## config.mk

```make
export PLATFORM = sky130hd
export DESIGN_NAME = prog_loader
export DESIGN_NICKNAME = d
export VERILOG_FILES = /design/src/rtl/prog_loader_pkg.sv /design/src/rtl/prog_port0_mux.sv /design/src/rtl/prog_loader.sv
export SDC_FILE = /design/constraint.sdc
export NUM_CORES = 1
export LEC_CHECK = 0
export ABC_AREA = 1
export BUFFER_PORTS_ARGS = -buffer_cell sky130_fd_sc_hd__buf_2
export CAP_MARGIN = 10
export CORE_ASPECT_RATIO = 0.5
export CORE_UTILIZATION = 45
export CTS_BUF_LIST = sky130_fd_sc_hd__clkbuf_4 sky130_fd_sc_hd__clkbuf_8
export DETAILED_ROUTE_END_ITERATION = 16
export PLACE_DENSITY = 0.72
export SLEW_MARGIN = 0
export SYNTH_ARGS = -nofsm -noshare
export SYNTH_HDL_FRONTEND = slang
export SYNTH_HIERARCHICAL = 1
export SYNTH_SLANG_ARGS = --single-unit
```

## constraint.sdc

```tcl
create_clock -name clk -period 3.6 [get_ports clk]
set_clock_uncertainty 0.1 [all_clocks]
set_input_delay 0.72 -clock clk [delete_from_list [all_inputs] [get_ports clk]]
set_output_delay 0.72 -clock clk [all_outputs]
set_load 0.01 [all_outputs]
```

## src/rtl/prog_loader_pkg.sv

```systemverilog
`default_nettype none
// ============================================================================
// Module      : prog_loader_pkg
// Description : Shared sizes and loader state encoding for the program
//               loader, the processor, the program RAM and their benches.
// Revision    : 1.0 - initial release
// ============================================================================
package prog_loader_pkg;

    localparam int DATA_W = 16;   // program word width
    localparam int ADDR_W = 7;    // program RAM address width
    localparam int DEPTH  = 128;  // program RAM depth, equals 2**ADDR_W

    typedef enum logic [2:0] {
        ST_IDLE  = 3'd0,
        ST_LOAD  = 3'd1,
        ST_FLUSH = 3'd2,
        ST_RUN   = 3'd3,
        ST_ERR   = 3'd4
    } state_t;

endpackage
`default_nettype wire

```

## src/rtl/prog_port0_mux.sv

```systemverilog
`default_nettype none
// ============================================================================
// Module      : prog_port0_mux
// Description : Program RAM port 0 address/read-enable arbiter. The loader
//               owns the port until RUN, then the processor pc drives it
//               with no added latency.
// Revision    : 1.0 - initial release
// ============================================================================
module prog_port0_mux #(
    parameter int ADDR_W = prog_loader_pkg::ADDR_W
) (
    input  logic              i_run_sel,
    input  logic [ADDR_W-1:0] i_load_addr,
    input  logic [ADDR_W-1:0] i_pc,
    input  logic              i_prog_read_en,
    output logic [ADDR_W-1:0] o_addr,
    output logic              o_read_en
);
    import prog_loader_pkg::*;

    // Loader address and no reads by default; processor fetch path in RUN.
    always_comb begin
        o_addr    = i_load_addr;
        o_read_en = 1'b0;
        if (i_run_sel) begin
            o_addr    = i_pc;
            o_read_en = i_prog_read_en;
        end
    end

endmodule
`default_nettype wire

```

## src/rtl/prog_loader.sv

```systemverilog
`default_nettype none
// ============================================================================
// Module      : prog_loader
// Description : Streams a program image into program RAM port 0 from a
//               valid/ready word source, holding the processor in reset,
//               then releases it and hands port 0 to the processor pc.
// Revision    : 1.0 - initial release
// ============================================================================
module prog_loader #(
    parameter int DATA_W = prog_loader_pkg::DATA_W,
    parameter int ADDR_W = prog_loader_pkg::ADDR_W,
    parameter int DEPTH  = prog_loader_pkg::DEPTH
) (
    input  logic              clk,
    input  logic              reset,
    input  logic              load_req,
    input  logic [ADDR_W:0]   word_count,
    input  logic              in_valid,
    input  logic [DATA_W-1:0] in_data,
    output logic              in_ready,
    input  logic [ADDR_W-1:0] pc_in,
    input  logic              prog_read_en_in,
    output logic [ADDR_W-1:0] ram_addr0,
    output logic [DATA_W-1:0] ram_din0,
    output logic              ram_write_en0,
    output logic              ram_read_en0,
    output logic              proc_hold,
    output logic              proc_start,
    output logic              busy,
    output logic              done,
    output logic              err
);
    import prog_loader_pkg::*;

    localparam logic [ADDR_W:0] c_depth_cnt = DEPTH[ADDR_W:0];

    state_t            r_state;
    state_t            w_state_nxt;
    logic [ADDR_W:0]   r_count;     // words requested for the current load
    logic [ADDR_W-1:0] r_wptr;      // address the next accepted word goes to
    logic [ADDR_W-1:0] r_waddr;     // address of the write on the RAM pins
    logic [DATA_W-1:0] r_din;
    logic              r_we;
    logic              r_done;

    logic              w_accept_req;
    logic              w_count_ok;
    logic              w_load_start;
    logic              w_handshake;
    logic              w_last;

    assign w_count_ok   = (word_count != '0) && (word_count <= c_depth_cnt);
    assign w_accept_req = (r_state == ST_IDLE) || (r_state == ST_RUN) ||
                          (r_state == ST_ERR);
    assign w_load_start = w_accept_req && load_req && w_count_ok;
    assign w_handshake  = in_valid && in_ready;
    assign w_last       = ({1'b0, r_wptr} == (r_count - 1'b1));

    // State register.
    always_ff @(posedge clk) begin
        if (reset) begin
            r_state <= ST_IDLE;
        end else begin
            r_state <= w_state_nxt;
        end
    end

    // Next-state and state-decoded outputs.
    always_comb begin
        w_state_nxt = r_state;
        in_ready    = 1'b0;
        busy        = 1'b0;
        proc_hold   = 1'b1;
        proc_start  = 1'b0;
        err         = 1'b0;
        case (r_state)
            ST_IDLE: begin
                if (load_req) w_state_nxt = w_count_ok ? ST_LOAD : ST_ERR;
            end
            ST_LOAD: begin
                in_ready = 1'b1;
                busy     = 1'b1;
                if (w_handshake && w_last) w_state_nxt = ST_FLUSH;
            end
            ST_FLUSH: begin
                busy        = 1'b1;
                w_state_nxt = ST_RUN;
            end
            ST_RUN: begin
                proc_hold  = 1'b0;
                proc_start = 1'b1;
                if (load_req) w_state_nxt = w_count_ok ? ST_LOAD : ST_ERR;
            end
            ST_ERR: begin
                err = 1'b1;
                if (load_req) w_state_nxt = w_count_ok ? ST_LOAD : ST_ERR;
            end
            default: w_state_nxt = ST_IDLE;
        endcase
    end

    // Write pipeline: each accepted word appears on the RAM pins next cycle.
    // The pointer stops on the final word so it never wraps past DEPTH-1.
    always_ff @(posedge clk) begin
        if (reset) begin
            r_count <= '0;
            r_wptr  <= '0;
            r_waddr <= '0;
            r_din   <= '0;
            r_we    <= 1'b0;
            r_done  <= 1'b0;
        end else begin
            r_we   <= w_handshake;
            r_done <= (r_state == ST_FLUSH);
            if (w_load_start) begin
                r_count <= word_count;
                r_wptr  <= '0;
                r_waddr <= '0;
            end else if (w_handshake) begin
                r_din   <= in_data;
                r_waddr <= r_wptr;
                if (!w_last) r_wptr <= r_wptr + 1'b1;
            end
        end
    end

    assign ram_din0      = r_din;
    assign ram_write_en0 = r_we;
    assign done          = r_done;

    prog_port0_mux #(
        .ADDR_W (ADDR_W)
    ) u_port0_mux (
        .i_run_sel      (r_state == ST_RUN),
        .i_load_addr    (r_waddr),
        .i_pc           (pc_in),
        .i_prog_read_en (prog_read_en_in),
        .o_addr         (ram_addr0),
        .o_read_en      (ram_read_en0)
    );

endmodule
`default_nettype wire

```

==> qor.csv, run 1 <==
stage,metric,value,unit
placed_design,dp_hpwl,3.65,mm
clock_tree,path_clk_slew,0.08,ns
synthesis,avgSynthCellArea,6.79,µm²
final_layout,ff_latch_area,861,µm²
global_route,use_met1,25.9,%
critical_path,cpPeakStageDelay,0.39,ns
floorplan,start_util,47.8,%
final_layout,final_util,58.5,%
critical_path,crit_path_frequent_cell,nand2_1,
power_and_ir_drop,seqPwrFrac,36.4,%
synthesis,synth-seq-area-share,40.1,%
power_and_ir_drop,power_density,632,nW/µm²
final_layout,fill_cells,454,
clock_tree,cts_root_buf,clkbuf_8,
critical_path,cp_slowest_cell,dfxtp_1,
critical_path,critical_path_buf_inv_count,4,
sta,finalHoldViolCount,0,
global_route,met2_usage,37.6,%
sta,relSlewSlack,71.3,%
drt,wl_per_cell,11.0,µm
global_route,grt_pass1_wl,8.30,mm
synthesis,netlist_area,2150,µm²
floorplan,ios,67,
sta,worst_pin_slew,0.430,ns
sta,fmax,413,MHz
power_and_ir_drop,p_comb_share,36.8,%
final_layout,num_antenna_cells,0,
global_route,grt-ovfl-total,0,
synthesis,netlist-cell-type-count,26,
floorplan,fp.dieH,50.8,µm
placed_design,place_congestion,0.889,
critical_path,arrival,1.60,ns
placed_design,port_buffers,66,
global_route,grt_max_degree,28,
placed_design,dp_cells,437,
run,drv_cap,0,
clock_tree,cts_hold_buf,0,
clock_tree,cts_tree,yes,
final_layout,mostFrequentLayoutCell,nand2_1,
final_layout,drive_above_1_share,27.2,%
final_layout,area_growth,22.3,%
power_and_ir_drop,peakVddDrop,0.317,mV
power_and_ir_drop,p_leak,1.29,nW
power_and_ir_drop,p_switching,0.000604,W
sta,fin_hold_ws,0.368,ns
synthesis,yosysWarnings,6,
drt,drc,0,
critical_path,crit_family,buffers and inverters,
critical_path,endpoint_kind,output port,
sta,final.period_utilization,67.3,%
outcome,status,"finished, final reports clean",
final_layout,multi_input_area,1080,µm²
sta,fin_crit,2.42,ns
synthesis,synth_fp_nets,354,
drt,dr.pass1.iters,4,
synthesis,ys_ff_latch,43,
power_and_ir_drop,internal_power,0.00105,W
final_layout,mostFrequentLayoutCells,"73 x nand2_1, 66 x buf_2, 51 x nor2_1, 43 x dfxtp_1",
clock_tree,ctsLongestPathBuffers,2,
floorplan,fp.dieArea,5070,µm²
clock_tree,cts_max_level,2,
power_and_ir_drop,p_sw_share,36.4,%
floorplan,die_w,99.7,µm
final_layout,fin_cells,445,
sta,slew_viol_final,0,
global_route,grt_usage,20.7,%
clock_tree,cts_setup_buffers,0,
global_route,grt_pass1_vias,1922,
critical_path,required,2.78,ns
final_layout,fin_nets,416,
synthesis,synthCells,316,
clock_tree,insertion_delay,0.29,ns
clock_tree,cts_made_buffers,5,
power_and_ir_drop,power.total,0.00166,W
global_route,antenna_found_initial,0,
sta,fin_tns_setup,0,ns
drt,drt_iter0_markers,87,
critical_path,path_cells,inv_2 > nor2_4 > nand2_1 > inv_1 > inv_2 > nand2_1 > nand2_1 > buf_2,
clock_tree,cts.sinks,43,
sta,rsz0062_at_grt,false,
global_route,gr-max-usage-layer,met2,
critical_path,start_kind,flop,
drt,via_per_inst,4.84,
power_and_ir_drop,p_clk_share,26.8,%
critical_path,crit_fanout,10,
global_route,grtUsageMet3,4.51,%
min_path,hp-class,flop to flop,
drt,ant_nets,0,
drt,vias,2156,
clock_tree,cts_resized,0,
floorplan,rows,17,
floorplan,core,4490,µm²
critical_path,path_class,flop to output port,
sta,setup_viol,0,
drt,drt_wl_total,4.89,mm
## sequential cells by signal, summed over array words and instances, names as in the netlist
name / cells
r_waddr: 7
ram_din0: 16
ram_write_en0: 1
r_state: 3
r_count: 8
done: 1
r_wptr: 7
## path summary, 6_finish.rpt
path               from      endpoint  slack (ns)  depth (start not counted)
max reg2reg  r_state[1]     r_wptr[5]        1.56                         10
min reg2reg  r_waddr[4]    r_waddr[4]        0.37                          2
min          r_waddr[4]    r_waddr[4]        0.37                          2
max          r_state[0]  ram_addr0[3]        1.18                          8
## power by group through the flow
stage          logic, W  registers (W)  clock network, W
6_report       0.000610       0.000604          0.000445
5_1_grt        0.000697       0.000615          0.000476
4_1_cts        0.000613       0.000603          0.000452
3_5_place_dp   0.000609       0.000615                 0
3_3_place_gp   0.000592       0.000611                 0
2_1_floorplan  0.000456       0.000619                 0
## per-stage QoR
step | instance area, µm² | worst slack (ns)
6_report | 2620 | 1.18
5_1_grt | 2620 | 0.986
4_1_cts | 2620 | 1.15
3_5_place_dp | 2490 | 1.27
3_3_place_gp | 2490 | 1.38
2_1_floorplan | 2150 | 1.72
## final cells by class
type | count | share of cell area [%]
multi-input cells | 227 | 41.2
inverters | 35 | 5.10
well taps | 66 | 3.15
clock inverters | 2 | 2.29
clock buffers | 6 | 2.91
repair buffers | 66 | 12.6
flip-flops and latches | 43 | 32.8
## cells in the mapped netlist
| master | count | area [µm²] |
|---|---|---|
| nand2_1 | 73 | 274 |
| nor2_1 | 51 | 191 |
| dfxtp_1 | 43 | 861 |
| a21oi_1 | 25 | 125 |
| inv_1 | 25 | 93.8 |
| o21ai_0 | 22 | 110 |
| nand3_1 | 20 | 100 |
| nand2_2 | 10 | 62.6 |
| inv_2 | 8 | 30.0 |
| clkbuf_1 | 4 | 15.0 |
| nor2_2 | 4 | 25.0 |
| xor2_1 | 4 | 35.0 |
| buf_2 | 3 | 15.0 |
| buf_6 | 3 | 33.8 |
| nand4_1 | 3 | 18.8 |
| o21ai_1 | 3 | 15.0 |
| xnor2_1 | 3 | 26.3 |
| clkinv_2 | 2 | 10.0 |
| ha_1 | 2 | 25.0 |
| nor2_4 | 2 | 22.5 |
| a31oi_1 | 1 | 6.26 |
| buf_4 | 1 | 7.51 |
| nand2_4 | 1 | 11.3 |
| nand3_2 | 1 | 10.0 |
| nor3_1 | 1 | 5.00 |
| nor3_4 | 1 | 16.3 |
## logic make-up after synthesis
group	count (synthesis)	synth area share, %
DFF	43	40.1
AOI/OAI and AO/OA	51	12.0
adders and majority gates	2	1.17
and+or+nand+nor	167	34.3
xor gates and xnor gates	7	2.86
buffers and inverters	46	9.56
## per-layer routing
metal / wire length, µm / vias to the layer above
met5: 0 / -
met4: 0 / 0
met3: 248 / 0
met2: 2290 / 55
met1: 2350 / 985
li1: - / 1116
## tightest hold or removal path: stages (launching register included)
cell     delay [ns]
dfxtp_1        0.32
nand2_1        0.06
a21oi_1        0.05
(Power assumes the default switching activity.)
==> run 2, diff against run 1 <==
--- a/config.mk
+++ b/config.mk
@@ -5,14 +5,14 @@
 export SDC_FILE = /design/constraint.sdc
 export NUM_CORES = 1
 export LEC_CHECK = 0
-export ABC_AREA = 1
+export ABC_AREA = 0
 export BUFFER_PORTS_ARGS = -buffer_cell sky130_fd_sc_hd__buf_2
 export CAP_MARGIN = 10
 export CORE_ASPECT_RATIO = 0.5
 export CORE_UTILIZATION = 45
 export CTS_BUF_LIST = sky130_fd_sc_hd__clkbuf_4 sky130_fd_sc_hd__clkbuf_8
 export DETAILED_ROUTE_END_ITERATION = 16
-export PLACE_DENSITY = 0.72
+export PLACE_DENSITY = 0.75
 export SLEW_MARGIN = 0
 export SYNTH_ARGS = -nofsm -noshare
 export SYNTH_HDL_FRONTEND = slang
==> constraint.sdc (replaced) <==
create_clock -name clk -period 2 [get_ports clk]
set_clock_uncertainty 0.1 [all_clocks]
set_input_delay 0.4 -clock clk [delete_from_list [all_inputs] [get_ports clk]]
set_output_delay 0.4 -clock clk [all_outputs]
set_load 0.01 [all_outputs]
==> qor.csv, run 2 <==
stage,metric,value,unit
outcome,status,"complete, but fails checks",
outcome,violations,negative setup slack,
synthesis,synthSimpleGateAreaFrac,26.3,%
sta,relSlewSlack,76.8,%
critical_path,arrival,2.66,ns
floorplan,die_w,98.6,µm
synthesis,synth-main-ff-cell,dfxtp_1,
drt,dr.pass1.iters,6,
sta,final.period_utilization,129,%
synthesis,post-synth-top-count-cell,nand2_1,
power_and_ir_drop,p_leak,1.29,nW
synthesis,ys_ff_latch,43,
placed_design,dp_hpwl,3.85,mm
critical_path,crit_fanout,4,
sta,setup_viol,16,
clock_tree,path_clk_slew,0.08,ns
drt,drt_wl_total,5.30,mm
critical_path,start_kind,flop,
synthesis,synth_top_family_by_area,simple AND/OR/NAND/NOR gates,
drt,wl_per_cell,13.1,µm
synthesis,synth_edf_count,0,
critical_path,path_cells,inv_2 > ha_4 > or3b_4 > or4_1 > a2111o_1 > a311oi_4 > buf_4 > nor4b_4 > nor2_1,
sta,worst_slack,-0.580,ns
sta,fmax,388,MHz
critical_path,crit_family,simple AND/OR/NAND/NOR gates,
placed_design,port_buffers,66,
sta,fin_tns_setup,-4.99,ns
power_and_ir_drop,power_density,581,nW/µm²
run,drv_cap,0,
synthesis,netlist-cell-type-count,41,
global_route,grt_usage,21.7,%
clock_tree,insertion_delay,0.29,ns
critical_path,critical_path_buf_inv_count,2,
critical_path,cpPeakStageDelay,0.41,ns
sta,finalHoldViolCount,0,
synthesis,synthMuxAreaShare,9.30,%
sta,slew_viol_final,0,
synthesis,synth_area_leaders,"dfxtp_1 41%, nand2_1 10%, a21oi_1 7.4%, mux2_4 5.0%, mux2i_1 4.3%",
final_layout,fin_nets,386,
synthesis,yosysWarnings,6,
drt,drc,0,
final_layout,num_antenna_cells,0,
floorplan,fp.dieArea,4960,µm²
critical_path,cp_slowest_cell,a2111o_1,
critical_path,path_class,flop to flop,
sta,fin_hold_ws,0.245,ns
clock_tree,ctsLongestPathBuffers,2,
floorplan,core,4450,µm²
synthesis,synth_compound_area_share,15.2,%
critical_path,endpoint_kind,flop,
synthesis,synthCells,251,
drt,via_per_inst,5.21,
synthesis,synth_fp_nets,289,
synthesis,synth-seq-area-share,41.0,%
clock_tree,cts_max_level,2,
synthesis,synthAdderAreaFrac,1.19,%
synthesis,netlist_area,2100,µm²
synthesis,yosys-top-cells-count,"56 x nand2_1, 43 x dfxtp_1, 31 x a21oi_1, 18 x nor2_1, 11 x clkbuf_1",
floorplan,ios,67,
critical_path,required,2.08,ns
floorplan,fp.dieH,50.3,µm
global_route,grt_max_degree,29,
synthesis,synth_top_area_share,41.0,%
final_layout,mostFrequentLayoutCells,"59 x buf_2, 56 x nand2_1, 39 x dfxtp_1, 36 x buf_4, 31 x a21oi_1",
clock_tree,cts_tree,yes,
global_route,grt_pass1_vias,1954,
final_layout,largest_reg_flops,16,
placed_design,place_congestion,0.872,
global_route,antenna_found_initial,0,
final_layout,drive_above_1_share,38.0,%
clock_tree,cts_made_buffers,5,
sta,rsz0062_at_grt,true,
clock_tree,cts.sinks,43,
global_route,grt_pass1_wl,8.50,mm
clock_tree,cts_root_buf,clkbuf_8,
synthesis,synthArstFlopShare,0,%
drt,vias,2103,
global_route,grt-ovfl-total,0,
final_layout,area_growth,37.6,%
synthesis,synth_xor_area_share,2.92,%
drt,ant_nets,0,
drt,drt_iter0_markers,56,
sta,fin_crit,2.58,ns
floorplan,rows,17,
min_path,hp-class,input pin to flop,
final_layout,mostFrequentLayoutCell,buf_2,
power_and_ir_drop,peakVddDrop,0.404,mV
floorplan,start_util,47.2,%
synthesis,yosys.area.top_type,dfxtp_1,
sta,worst_pin_slew,0.345,ns
synthesis,avgSynthCellArea,8.36,µm²
run 2: worst paths after layout:
path,from,end,slack [ns],cells after the start
min reg2reg,ram_din0[8],ram_din0[8],0.35,2
min,in_data[8],ram_din0[8],0.25,3
max,r_count[0],r_state[0],-0.58,9
max reg2reg,r_count[0],r_state[0],-0.58,9
run 2: cells by family after synthesis:
group | Yosys count
xor+xnor | 7
buf+inv | 19
compound gates | 51
flops | 43
simple gates | 113
fa+ha+maj | 2
mux | 16
run 2: timing repair:
item	in CTS	in global routing
hold buffers	0	0
gates cloned	0	0
setup endpoints to repair	16	16
gates resized for setup	2	10
setup buffers	3	2
pin swaps	1	1
run 2: worst register-to-register path, cell delays in order, from the launching register on:
cell,delay [ns]
dfxtp_2,0.34
inv_2,0.06
ha_4,0.12
or3b_4,0.36
or4_1,0.40
a2111o_1,0.41
a311oi_4,0.24
buf_4,0.19
nor4b_4,0.19
nor2_1,0.06
run 2: layout make-up:
type | instances | area [µm²]
Fill cell | 367 | 1560
Timing Repair Buffer | 104 | 676
Multi-Input combinational cell | 189 | 1180
Sequential cell | 43 | 866
Inverter | 5 | 18.8
Tap cell | 57 | 71.3
Clock buffer | 6 | 76.3
run 2: stage by stage:
stage	cell area (µm²)	total power, W	util [%]	worst slack [ns]	std cells
after global routing	2890	0.00175	65.0	-0.678	404
after floorplan	2120	0.00106	-	-0.568	251
after detailed placement	2720	0.00118	61.1	-0.581	393
after global placement	2720	0.00117	61.1	-0.523	393
after CTS	2820	0.00169	63.5	-0.577	402
final	2890	0.00168	65.0	-0.580	404
run 2: routing by layer:
metal  vias to the layer above  GRT usage, %  wire, µm  share of wire [%]
li1                       1054             -         -                  -
met2                        56          39.7      2600                 49
met1                       984          25.4      2360                 45
met5                         -             0         0                  0
met3                         9          5.71       253                4.8
met4                         0          6.72        81                1.5
run 2: where the power goes:
group	total [W]	leakage [nW]	switching, W	internal (W)
Clock	0.000511	0.0406	0.000265	0.000246
Sequential	0.000898	0.350	0.0000180	0.000880
Combinational	0.000269	0.897	0.000133	0.000136
Total	0.00168	1.29	0.000416	0.00126
